<file path="config.mk">
export PLATFORM = sky130hd
export DESIGN_NAME = adpcm_nibble_feeder_flat
export DESIGN_NICKNAME = d
export VERILOG_FILES = /design/src/rtl/adpcm_nibble_feeder_if.sv /design/src/rtl/adpcm_nibble_feeder.sv /design/src/flat_wrapper.sv
export SDC_FILE = /design/constraint.sdc
export NUM_CORES = 1
export LEC_CHECK = 0
export CAP_MARGIN = 20
export CELL_PAD_IN_SITES_DETAIL_PLACEMENT = 0
export CELL_PAD_IN_SITES_GLOBAL_PLACEMENT = 1
export CORE_MARGIN = 10
export CORE_UTILIZATION = 41
export DETAILED_ROUTE_END_ITERATION = 6
export PLACE_DENSITY_LB_ADDON = 0.1
export SLEW_MARGIN = 10
export SYNTH_ARGS = -nofsm -noshare
export SYNTH_HDL_FRONTEND = slang
export SYNTH_SLANG_ARGS = --single-unit
</file>
<file path="constraint.sdc">
create_clock -name clock -period 2.9 [get_ports clock]
set_input_delay 0.58 -clock clock [delete_from_list [all_inputs] [get_ports clock]]
set_output_delay 0.58 -clock clock [all_outputs]
set_load 0.01 [all_outputs]
</file>
<file path="src/rtl/adpcm_nibble_feeder_if.sv">
// Byte stream handshake between the ADPCM byte source and the nibble feeder.
interface adpcm_nibble_feeder_if;
  logic [7:0] byte_data;
  logic       byte_valid;
  logic       byte_last;
  logic       byte_ready;

  modport master (output byte_data, output byte_valid, output byte_last, input byte_ready);
  modport slave  (input byte_data, input byte_valid, input byte_last, output byte_ready);
endinterface

</file>
<file path="src/rtl/adpcm_nibble_feeder.sv">
// ADPCM nibble feeder: buffers packed ADPCM bytes and strobes one 4-bit code per sample tick.
// Define ADPCM_FEEDER_UNDERRUN_CNT_EN to build the saturating underrun tick counter.
module adpcm_nibble_feeder #(
  parameter int unsigned CLK_DIV     = 6250,
  parameter int unsigned DRAIN_TICKS = 4
) (
  input  logic                       clock,
  input  logic                       reset_n,
  input  logic                       start,
  input  logic                       stop,
  adpcm_nibble_feeder_if.slave       feed,
  output logic [3:0]                 nibble,
  output logic                       nibble_stb,
  output logic                       dec_reset,
  output logic                       busy,
  output logic                       underrun,
  output logic [15:0]                underrun_cnt
);
  localparam int unsigned DIV_W   = 16;
  localparam int unsigned DRAIN_W = (DRAIN_TICKS > 1) ? $clog2(DRAIN_TICKS) : 1;
  localparam logic [DIV_W-1:0]   DIV_LAST   = DIV_W'(CLK_DIV - 1);
  localparam logic [DRAIN_W-1:0] DRAIN_LAST = DRAIN_W'(DRAIN_TICKS - 1);

  typedef enum logic [1:0] {S_IDLE, S_CLEAR, S_PLAY, S_DRAIN} state_t;

  state_t               state_q, state_d;
  logic [DIV_W-1:0]     div_q, div_d;
  logic                 clr_q, clr_d;
  logic [DRAIN_W-1:0]   drain_q, drain_d;
  logic                 buf_full_q, buf_full_d;
  logic                 buf_last_q, buf_last_d;
  logic                 phase_q, phase_d;
  logic [7:0]           buf_data_q, buf_data_d;
  logic                 byte_ready_q, byte_ready_d;
  logic [3:0]           nibble_d;
  logic                 stb_d, dec_reset_d, busy_d, underrun_d;
  logic                 tick, accept;
`ifdef ADPCM_FEEDER_UNDERRUN_CNT_EN
  logic [15:0]          ur_cnt_q, ur_cnt_d;
`endif

  assign tick            = (state_q != S_IDLE) && (div_q == DIV_LAST);
  assign accept          = feed.byte_valid && byte_ready_q;
  assign feed.byte_ready = byte_ready_q;

  // Next-state and next-output decode
  always_comb begin
    state_d    = state_q;
    div_d      = div_q;
    clr_d      = clr_q;
    drain_d    = drain_q;
    buf_full_d = buf_full_q;
    buf_last_d = buf_last_q;
    buf_data_d = buf_data_q;
    phase_d    = phase_q;
    nibble_d   = nibble;
    stb_d      = 1'b0;
    underrun_d = underrun;
`ifdef ADPCM_FEEDER_UNDERRUN_CNT_EN
    ur_cnt_d   = ur_cnt_q;
`endif

    if (state_q != S_IDLE) div_d = tick ? '0 : DIV_W'(div_q + DIV_W'(1));

    if ((state_q == S_CLEAR || state_q == S_PLAY) && accept) begin
      buf_full_d = 1'b1;
      buf_data_d = feed.byte_data;
      buf_last_d = feed.byte_last;
    end

    case (state_q)
      S_IDLE: begin
        if (start && !stop) begin
          state_d    = S_CLEAR;
          div_d      = '0;
          clr_d      = 1'b0;
          underrun_d = 1'b0;
`ifdef ADPCM_FEEDER_UNDERRUN_CNT_EN
          ur_cnt_d   = '0;
`endif
        end
      end
      S_CLEAR: begin
        if (tick) begin
          stb_d    = 1'b1;
          nibble_d = '0;
          clr_d    = 1'b1;
          if (clr_q) state_d = S_PLAY;
        end
      end
      S_PLAY: begin
        if (tick) begin
          stb_d = 1'b1;
          if (phase_q) begin
            nibble_d   = buf_data_q[3:0];
            phase_d    = 1'b0;
            buf_full_d = 1'b0;
            if (buf_last_q) begin
              state_d = S_DRAIN;
              drain_d = '0;
            end
          end else if (buf_full_q) begin
            nibble_d = buf_data_q[7:4];
            phase_d  = 1'b1;
          end else begin
            nibble_d   = '0;
            underrun_d = 1'b1;
`ifdef ADPCM_FEEDER_UNDERRUN_CNT_EN
            if (ur_cnt_q != 16'hFFFF) ur_cnt_d = ur_cnt_q + 16'd1;
`endif
          end
        end
      end
      S_DRAIN: begin
        if (tick) begin
          stb_d    = 1'b1;
          nibble_d = '0;
          drain_d  = DRAIN_W'(drain_q + DRAIN_W'(1));
          if (drain_q == DRAIN_LAST) state_d = S_IDLE;
        end
      end
      default: state_d = S_IDLE;
    endcase

    // Abort and restart override whatever the tick decided; stop beats start
    if (state_q != S_IDLE && (stop || start)) begin
      buf_full_d = 1'b0;
      buf_last_d = 1'b0;
      phase_d    = 1'b0;
      nibble_d   = '0;
      stb_d      = 1'b0;
      div_d      = '0;
      clr_d      = 1'b0;
      if (stop) begin
        state_d    = S_IDLE;
        underrun_d = underrun;
`ifdef ADPCM_FEEDER_UNDERRUN_CNT_EN
        ur_cnt_d   = ur_cnt_q;
`endif
      end else begin
        state_d    = S_CLEAR;
        underrun_d = 1'b0;
`ifdef ADPCM_FEEDER_UNDERRUN_CNT_EN
        ur_cnt_d   = '0;
`endif
      end
    end

    // dec_reset follows the state that produced a strobe so the decoder sees it aligned
    dec_reset_d  = stb_d ? (state_q == S_CLEAR) : (state_d == S_IDLE || state_d == S_CLEAR);
    busy_d       = (state_d != S_IDLE);
    byte_ready_d = (state_d == S_CLEAR || state_d == S_PLAY) && !buf_full_d;
  end

  // State and registered outputs
  always_ff @(posedge clock or negedge reset_n) begin
    if (!reset_n) begin
      state_q      <= S_IDLE;
      div_q        <= '0;
      clr_q        <= 1'b0;
      drain_q      <= '0;
      buf_full_q   <= 1'b0;
      buf_last_q   <= 1'b0;
      buf_data_q   <= '0;
      phase_q      <= 1'b0;
      byte_ready_q <= 1'b0;
      nibble       <= '0;
      nibble_stb   <= 1'b0;
      dec_reset    <= 1'b1;
      busy         <= 1'b0;
      underrun     <= 1'b0;
    end else begin
      state_q      <= state_d;
      div_q        <= div_d;
      clr_q        <= clr_d;
      drain_q      <= drain_d;
      buf_full_q   <= buf_full_d;
      buf_last_q   <= buf_last_d;
      buf_data_q   <= buf_data_d;
      phase_q      <= phase_d;
      byte_ready_q <= byte_ready_d;
      nibble       <= nibble_d;
      nibble_stb   <= stb_d;
      dec_reset    <= dec_reset_d;
      busy         <= busy_d;
      underrun     <= underrun_d;
    end
  end

`ifdef ADPCM_FEEDER_UNDERRUN_CNT_EN
  always_ff @(posedge clock or negedge reset_n) begin
    if (!reset_n) ur_cnt_q <= '0;
    else          ur_cnt_q <= ur_cnt_d;
  end
  assign underrun_cnt = ur_cnt_q;
`else
  assign underrun_cnt = 16'd0;
`endif
endmodule

</file>
<file path="src/flat_wrapper.sv">
// flat-port wrapper written by rule: the top's interface ports become plain ports
module adpcm_nibble_feeder_flat 
#(
  parameter int unsigned CLK_DIV     = 6250,
  parameter int unsigned DRAIN_TICKS = 4
)
  (clock, reset_n, start, stop, nibble, nibble_stb, dec_reset, busy, underrun, underrun_cnt, feed_byte_data, feed_byte_valid, feed_byte_last, feed_byte_ready);
  adpcm_nibble_feeder_if feed_i ();
  input  logic clock;
  input  logic reset_n;
  input  logic start;
  input  logic stop;
  output logic [3:0] nibble;
  output logic nibble_stb;
  output logic dec_reset;
  output logic busy;
  output logic underrun;
  output logic [15:0] underrun_cnt;
  input wire logic [$bits(feed_i.byte_data)-1:0] feed_byte_data;
  input wire logic [$bits(feed_i.byte_valid)-1:0] feed_byte_valid;
  input wire logic [$bits(feed_i.byte_last)-1:0] feed_byte_last;
  output wire logic [$bits(feed_i.byte_ready)-1:0] feed_byte_ready;
  assign feed_i.byte_data = feed_byte_data;
  assign feed_i.byte_valid = feed_byte_valid;
  assign feed_i.byte_last = feed_byte_last;
  assign feed_byte_ready = feed_i.byte_ready;
  adpcm_nibble_feeder #(.CLK_DIV(CLK_DIV), .DRAIN_TICKS(DRAIN_TICKS)) u_core (.clock(clock), .reset_n(reset_n), .start(start), .stop(stop), .feed(feed_i), .nibble(nibble), .nibble_stb(nibble_stb), .dec_reset(dec_reset), .busy(busy), .underrun(underrun), .underrun_cnt(underrun_cnt));
endmodule
</file>
==> results of run 1 <==
[registers in the layout, summed over array words and instances (netlist names), 2 cells and up]
name and cells:
u_core.nibble 4, u_core.drain_q 2, u_core.div_q 16, u_core.state_q 2, u_core.buf_data_q 8
[power groups by stage]
stage / clock [mW] / combinational (mW) / sequential (mW)
floorplan: 0 / 0.633 / 0.820
global placement: 0 / 0.938 / 0.823
detailed placement: 0 / 0.938 / 0.821
finish: 0.561 / 0.929 / 0.811
CTS: 0.575 / 0.941 / 0.812
global route: 0.602 / 1.04 / 0.828
[path summary, 6_finish.rpt]
kind                              startpoint                 to  slack [ps]  depth (start not counted)
setup / recovery           u_core.state_q[1]   u_core.dec_reset         340                         10
hold / removal                       reset_n  u_core.state_q[1]         420                          1
setup reg to reg           u_core.state_q[1]   u_core.dec_reset         340                         10
hold reg to reg            u_core.drain_q[0]  u_core.drain_q[0]         500                          1
max in group asynchronous            reset_n   u_core.div_q[10]        1900                          1
min in group clock         u_core.drain_q[0]  u_core.drain_q[0]         500                          1
[cells in the mapped netlist (2+ instances only)]
master,n
xor2_1,5
nand3_1,7
nand2_1,14
a21boi_0,2
or3_1,2
clkbuf_1,4
buf_2,2
nor2_1,22
a21oi_1,5
nand2b_1,2
o21ai_1,2
nand4_1,8
o31ai_1,6
nor3_1,6
buf_4,16
nor4_1,4
mux2i_1,3
dfrtp_1,40
a22o_1,9
nor4b_1,2
o21bai_1,2
o21ai_0,3
xnor2_1,7
nor2b_1,4
ha_1,10
or4_1,4
mux2_2,8
inv_1,14
[metrics by stage]
step	setup slack (ps)	cell area, um^2
2_1_floorplan	513	2460
3_3_place_gp	245	2670
3_5_place_dp	234	2670
4_1_cts	327	2800
5_1_grt	198	2800
6_report	338	2800
[cell type report]
type | count | area [um^2]
clock buffers | 5 | 68.8
clock inverters | 3 | 68.8
fillers | 553 | 2800
inverters | 14 | 52.6
multi-input cells | 178 | 1230
flip-flops and latches | 41 | 1030
well taps | 72 | 90.1
repair buffers | 29 | 268
[per-layer routing]
layer	up-vias	track usage [%]	routed length, um
li1	890	-	-
met1	845	15.5	2680
met2	36	16.4	2250
met3	6	3.83	257
met4	0	3.38	62
met5	-	0	0
[kinds of logic after synthesis]
kind of cell / count (synthesis) / share of synthesized area, %
AO/OA/AOI/OAI: 41 / 12.8
XOR/XNOR: 12 / 4.36
adder cells (fa/ha/maj): 10 / 5.19
buffers and inverters: 37 / 8.68
flip-flops: 41 / 42.6
multiplexers: 11 / 4.99
other: 1 / 0.156
AND/OR/NAND/NOR: 88 / 21.1
==> impl_metrics.csv, run 1 <==
group,metric,value,unit
clock_network,post_cts_buffers,0,
grt,grtUsageTotal,11.3,%
placed_design,port_buffers,22,
flow_run,drv_cap,0,
setup_path,critPathCaptureType,"flip-flop",
synth,syn_inst,241,
grt,grt_pass1_wl,9.03,mm
power,swShare,34.4,%
detailed_routing,drtAntennaViolNets,0,
synth,yosys.area.top_type,"dfrtp_1",
sta,tightest_slew,933,ps
final_layout,nets,293,
final_layout,stdcell_count,342,
clock_network,cts.sinks,41,
grt,grt.overflow.total,0,
setup_path,crit_buf_inv,2,
floorplan,io_pins,39,
synth,ys_ff_latch,41,
power,p_sw,0.791,mW
sta,finalMaxSlewViolations,0,
power,powerDensity,821,nW/um^2
power,internal_power,1.51,mW
placed_design,dp_hpwl,3.92,mm
sta,max_freq,390,MHz
power,comb_power_share,40.4,%
final_layout,drive_gt1_share,11.9,%
power,ir_drop,0.000360,V
sta,fin_crit_sh,88.4,%
sta,setup_violations,0,
floorplan,coreArea,5610,um^2
grt,antenna_found_initial,0,
sta,rsz0062_at_grt,"no",
setup_path,slowest_delay,520,ps
setup_path,cp_max_fo,11,
clock_network,ctsResizeCount,0,
sta,whs,415,ps
power,leakage,1.25,nW
synth,synthesis.area,2410,um^2
synth,yosysSeqAreaShare,42.6,%
worst_hold_path,hp-class,"in2async",
floorplan,die_y,96.6,um
detailed_routing,drc,0,
placed_design,dp.cells,334,
clock_network,clk_path_buf_depth,2,
floorplan,row_count,27,
sta,slew_headroom,37.8,%
sta,post-route-min-period,2560,ps
sta,hold_violations,0,
detailed_routing,routed_via_density,5.20,
final_layout,synthToLayoutAreaGrowth,16.4,%
power,clockPowerShare,24.4,%
clock_network,cts.clk_slew.worst_paths,90,ps
synth,synthArstFlopShare,100,%
clock_network,htree_num_levels,2,
synth,ys_types,56,
grt,grt_pass1_vias,1748,
final_layout,final_cell_mix,"dfrtp_1, nor2_1, clkdlybuf4s50_1",
setup_path,cpMaxStageDelayCell,"or4_1",
placed_design,place_congestion,0.832,
clock_network,cts_buffers,5,
detailed_routing,drt-initial-drc-count,76,
setup_path,worstPathCellList,"inv_1 > ha_1 > buf_4 > nor2_1 > a221o_1 > or4_1 > and3_1 > ha_1 > nor2_1 > mux2i_1",
floorplan,die-area,9340,um^2
setup_path,cp.arrival,2770,ps
power,pwr-share-seq,35.3,%
synth,yosys_most_used_dff,"dfrtp_1",
clock_network,clkLatencyLatePin,300,ps
final_layout,final_common_cell,"dfrtp_1",
synth,synth-edff-count,0,
final_layout,fin_util,50.0,%
setup_path,crit_type,"reg2reg",
clock_network,cts_hold_buf,0,
sta,skew,9.77,ps
clock_network,cts_tree,"done",
detailed_routing,finalWirelength,5.25,mm
setup_path,critPathTopFamily,"simple AND/OR/NAND/NOR gates",
synth,synth_top_area_share,41.6,%
floorplan,start_util,42.9,%
detailed_routing,wl_per_cell,15.4,um
grt,grt_max_degree,42,
setup_path,required,3110,ps
floorplan,die_w,96.6,um
synth,synth_area_leaders,"dfrtp_1, ha_1, buf_4, mux2_2, nor2_1",
power,p_total,2.30,mW
clock_network,clock-root-buffer,"clkbuf_8",
final_layout,num_antenna_cells,0,
setup_path,critPathLaunchType,"flip-flop",
synth,ys_warn_count,0,
sta,tns,0,ps
detailed_routing,dr.pass1.iters,4,
synth,syn_area_per_cell,9.99,um^2
detailed_routing,vias,1777,
status,status,"finished, final reports clean",
(Power assumes the default switching activity.)
==> inputs of run 2 (changes only) <==
MAX_ROUTING_LAYER = met4   (was default)
==> run 2 against run 1 <==
Compared with the run above: cell area stayed put; setup slack hardly changed; via count is 0.45% higher; non-clock buffer count stayed put; clock skew hardly changed; clock-buffer cell count stayed put; sequential cell count stayed put; die area stayed put; global-route usage is 0.28 points higher; critical path depth stayed put; highest routed layer unchanged.
==> impl_metrics.csv, run 2 (synthesized netlist as in run 1, its figures left out) <==
group,metric,value,unit
setup_path,r2r_start,"u_core.state_q[1]",
floorplan,die-area,9340,um^2
setup_path,critPathCaptureType,"flip-flop",
sta,post-route-min-period,2560,ps
final_layout,largest_reg_flops,16,
setup_path,r2r_end,"u_core.dec_reset",
grt,grt_pass1_wl,9.02,mm
clock_network,cts.clk_slew.worst_paths,90,ps
placed_design,dp.cells,334,
grt,grt_pass1_vias,1757,
clock_network,clk_path_buf_depth,2,
placed_design,dp_hpwl,3.92,mm
sta,setup_violations,0,
setup_path,crit_start,"u_core.state_q[1]",
detailed_routing,drtAntennaViolNets,0,
setup_path,critPathLaunchType,"flip-flop",
setup_path,required,3110,ps
clock_network,clkLatencyLatePin,300,ps
final_layout,final_cell_area,2800,um^2
clock_network,post_cts_buffers,0,
sta,skew,10.1,ps
sta,finalMaxSlewViolations,0,
sta,hold_violations,0,
flow_run,drv_cap,0,
sta,tightest_slew,931,ps
floorplan,row_count,27,
final_layout,nets,293,
placed_design,place_congestion,0.845,
power,leakage,1.25,nW
detailed_routing,finalWirelength,5.26,mm
status,status,"finished, final reports clean",
detailed_routing,wl_per_cell,15.4,um
floorplan,io_pins,39,
setup_path,crit_path_end,"u_core.dec_reset",
final_layout,drive_gt1_share,11.9,%
setup_path,cp.arrival,2770,ps
placed_design,place_area,2670,um^2
sta,tns,0,ps
floorplan,die_y,96.6,um
final_layout,regMostFlops,"u_core.div_q",
setup_path,crit_type,"reg2reg",
power,powerDensity,822,nW/um^2
final_layout,stdcell_count,342,
detailed_routing,drt-initial-drc-count,86,
clock_network,cts_tree,"done",
detailed_routing,vias,1785,
sta,slew_headroom,37.9,%
floorplan,die_w,96.6,um
final_layout,num_antenna_cells,0,
clock_network,cts_hold_buf,0,
final_layout,final_cell_mix,"dfrtp_1, nor2_1, clkdlybuf4s50_1",
detailed_routing,dr.pass1.iters,4,
clock_network,cts.sinks,41,
sta,fin_crit_sh,88.4,%
grt,antenna_found_initial,0,
final_layout,largestRegisters,"u_core.div_q: 16 flops, u_core.buf_data_q: 8 flops, u_core.nibble: 4 flops",
detailed_routing,routed_via_density,5.22,
worst_hold_path,hp-class,"in2async",
floorplan,coreArea,5610,um^2
power,ir_drop,0.000360,V
placed_design,port_buffers,22,
clock_network,ctsResizeCount,0,
setup_path,cp_max_fo,11,
final_layout,nFillCells,553,
final_layout,final_common_cell,"dfrtp_1",
setup_path,r2r_slack,340,ps
sta,max_freq,390,MHz
clock_network,clock-root-buffer,"clkbuf_8",
setup_path,reg2reg_depth,10,
final_layout,synthToLayoutAreaGrowth,16.4,%
grt,grt.overflow.total,0,
grt,grt_max_degree,42,
floorplan,start_util,42.9,%
detailed_routing,drc,0,
clock_network,cts_buffers,5,
power,p_total,2.30,mW
clock_network,htree_num_levels,2,
grt,grtUsageTotal,11.6,%
sta,rsz0062_at_grt,"no",
## run 2: cell counts in the layout (fill, tap and decap cells not counted)
Identical to the previous run, type by type.
## run 2: worst min-delay path by stage
stage	to	depth (start not counted)	start	slack (ps)
final	u_core.state_q[1]	1	reset_n	410
after global routing	u_core.state_q[1]	1	reset_n	500
after CTS	u_core.div_q[14]	1	reset_n	460
after detailed placement	u_core.drain_q[0]	1	u_core.drain_q[0]	480
after global placement	u_core.drain_q[0]	1	u_core.drain_q[0]	480
after floorplan	u_core.buf_data_q[0]	0	reset_n	280
## run 2: metal layers
metal  vias up  wire (um)  track usage (%)
li1        890          -                -
met1       847       2720             15.8
met2        42       2250             16.4
met3         6        235             3.26
met4         0         57             3.38
met5         -          0                -
## run 2: critical path: stages (launching register included)
cell and delay [ps]:
dfrtp_1 440, inv_1 130, ha_1 230, buf_4 180
nor2_1 70, a221o_1 330, or4_1 520, and3_1 220
ha_1 190, nor2_1 100, mux2i_1 70
## run 2: per-stage QoR
stage | hold slack (ps) | setup slack [ps] | util (%)
after floorplan | 284 | 513 | -
after global placement | 482 | 245 | 47.5
after detailed placement | 483 | 234 | 47.5
after CTS | 456 | 327 | 50.0
after global routing | 499 | 198 | 50.0
final | 413 | 338 | 50.0
## run 2: final cells by class
type | instances | area [um^2] | share of cell area [%]
timing repair buffer | 29 | 268 | 9.55
inverter | 14 | 52.6 | 1.87
tap | 72 | 90.1 | 3.21
multi-input combinational | 178 | 1230 | 43.8
clock inverter | 3 | 68.8 | 2.45
clock buffer | 5 | 68.8 | 2.45
sequential | 41 | 1030 | 36.6
## run 2: report_power, final
| group | switching [mW] | internal [mW] | leakage (nW) | total, mW |
|---|---|---|---|---|
| clock network | 0.216 | 0.347 | 0.0687 | 0.562 |
| registers | 0.0991 | 0.713 | 0.548 | 0.812 |
| logic | 0.479 | 0.451 | 0.631 | 0.930 |
| total | 0.793 | 1.51 | 1.25 | 2.30 |
==> inputs of run 3 (changes only) <==
CORE_UTILIZATION = 35   (was 41)
==> run 3 against run 2 <==
Compared with the run above: worst hold slack is essentially flat; power shrank 3.1%; largest power group unchanged; routed wire length grew 5.7%; non-clock buffer count grew 1; critical path depth shrank 1.
==> impl_metrics.csv, run 3 (synthesized netlist as in run 1, its figures left out) <==
group,metric,value,unit
status,status,"finished, final reports clean",
grt,antenna_found_initial,0,
detailed_routing,drc,0,
power,ir_drop,0.000320,V
final_layout,fin_util,41.4,%
final_layout,largestRegisters,"u_core.div_q: 16 flops, u_core.buf_data_q: 8 flops, u_core.nibble: 4 flops",
final_layout,largest_reg_flops,16,
setup_path,r2r_slack,410,ps
setup_path,cp_common_cell,"ha_1",
setup_path,critPathCaptureType,"flip-flop",
sta,setup_violations,0,
sta,post-route-min-period,2490,ps
sta,rsz0062_at_grt,"no",
floorplan,die_y,103,um
setup_path,critPathLaunchType,"flip-flop",
placed_design,port_buffers,22,
setup_path,cp_max_fo,5,
clock_network,htree_num_levels,2,
sta,whs,412,ps
clock_network,clkLatencyLatePin,300,ps
clock_network,cts.clk_slew.worst_paths,90,ps
sta,slew_headroom,37.5,%
clock_network,cts_buffers,5,
sta,tns,0,ps
setup_path,required,3120,ps
power,leakage,1.24,nW
clock_network,ctsResizeCount,0,
detailed_routing,wl_per_cell,15.9,um
final_layout,num_antenna_cells,0,
grt,grtUsageTotal,11.6,%
final_layout,synthToLayoutAreaGrowth,16.2,%
placed_design,dp_hpwl,4.23,mm
setup_path,r2r_end,"u_core.dec_reset",
setup_path,cp.arrival,2710,ps
flow_run,drv_cap,0,
grt,grt_pass1_vias,1835,
final_layout,final_common_cell,"dfrtp_1",
placed_design,place_congestion,0.866,
sta,max_freq,401,MHz
setup_path,crit_type,"reg2reg",
grt,grt.overflow.total,0,
detailed_routing,vias,1814,
floorplan,die_w,103,um
clock_network,cts_hold_buf,0,
setup_path,cpMaxStageDelayCell,"or4_1",
worst_hold_path,hp-class,"in2async",
power,powerDensity,798,nW/um^2
final_layout,regMostFlops,"u_core.div_q",
floorplan,io_pins,39,
final_layout,final_cell_mix,"dfrtp_1, nor2_1, clkdlybuf4s50_1",
detailed_routing,drtAntennaViolNets,0,
floorplan,row_count,30,
sta,hold_violations,0,
setup_path,reg2reg_depth,9,
setup_path,slowest_delay,500,ps
detailed_routing,routed_via_density,5.17,
clock_network,clk_path_buf_depth,2,
final_layout,nets,294,
detailed_routing,dr.pass1.iters,4,
floorplan,coreArea,6760,um^2
floorplan,start_util,35.6,%
clock_network,clock-root-buffer,"clkbuf_8",
clock_network,cts_tree,"done",
final_layout,drive_gt1_share,12.2,%
sta,fin_crit_sh,86.0,%
clock_network,cts.sinks,41,
final_layout,nFillCells,702,
sta,setup_slack,406,ps
clock_network,post_cts_buffers,0,
sta,tightest_slew,937,ps
setup_path,r2r_start,"u_core.state_q[1]",
grt,grt_max_degree,42,
setup_path,worstPathCellList,"inv_1 > ha_1 > and4bb_2 > nand4_1 > or4_1 > and3_1 > ha_1 > nor2_1 > mux2i_1",
detailed_routing,finalWirelength,5.56,mm
floorplan,die-area,10600,um^2
sta,finalMaxSlewViolations,0,
power,p_total,2.23,mW
sta,skew,6.38,ps
placed_design,dp_worst_setup_slack,245,ps
detailed_routing,drt-initial-drc-count,116,
grt,grt_pass1_wl,9.52,mm
## run 3: cell types whose count changed in the layout (fill, tap and decap cells not counted), sizes merged
cell	before	now
buf	8	9
bufinv	2	1
clkinv	0	1
clkinvlp	0	1
inv	15	14
## run 3: worst max-delay path by stage
stage	from	endpoint	slack (ps)	depth (start not counted)
finish	u_core.state_q[1]	u_core.dec_reset	410	9
global placement	stop	u_core.dec_reset	270	8
global route	u_core.state_q[1]	u_core.dec_reset	240	9
floorplan	u_core.state_q[0]	u_core.feed.byte_ready	510	10
detailed placement	stop	u_core.dec_reset	250	8
CTS	u_core.state_q[1]	u_core.dec_reset	400	9
## run 3: where the power goes
part	total (mW)	leakage (nW)	internal [mW]	switching (mW)
logic	0.946	0.636	0.449	0.497
registers	0.814	0.548	0.713	0.101
clock network	0.473	0.0543	0.258	0.215
## run 3: worst max-delay path: cells and delay by family, from the launching register on
family,cells,cell delay (ps)
mux,1,70
buf+inv,1,110
simple gates,5,1390
flops,1,420
fa+ha+maj,2,420
## run 3: per-stage QoR
step,instances,area [um^2]
2_1_floorplan,256,2460
3_3_place_gp,343,2680
3_5_place_dp,343,2680
4_1_cts,351,2800
5_1_grt,351,2800
6_report,351,2800
## run 3: per-layer routing
layer  part of all wire (%)  up-vias  track usage [%]
met2                     46       40             16.2
met1                     49      871             16.0
met4                    1.1        0             3.64
met5                      0        -                -
li1                       -      896                -
met3                    4.1        7             3.02
## run 3: area by class of cell
| type | instances | area, um^2 | share of cell area (%) |
|---|---|---|---|
| timing repair buffer | 30 | 275 | 9.83 |
| clock inverter | 3 | 46.3 | 1.65 |
| sequential | 41 | 1030 | 36.7 |
| inverter | 14 | 52.6 | 1.88 |
| multi-input combinational | 178 | 1230 | 43.9 |
| clock buffer | 5 | 68.8 | 2.46 |
| tap | 80 | 100 | 3.58 |
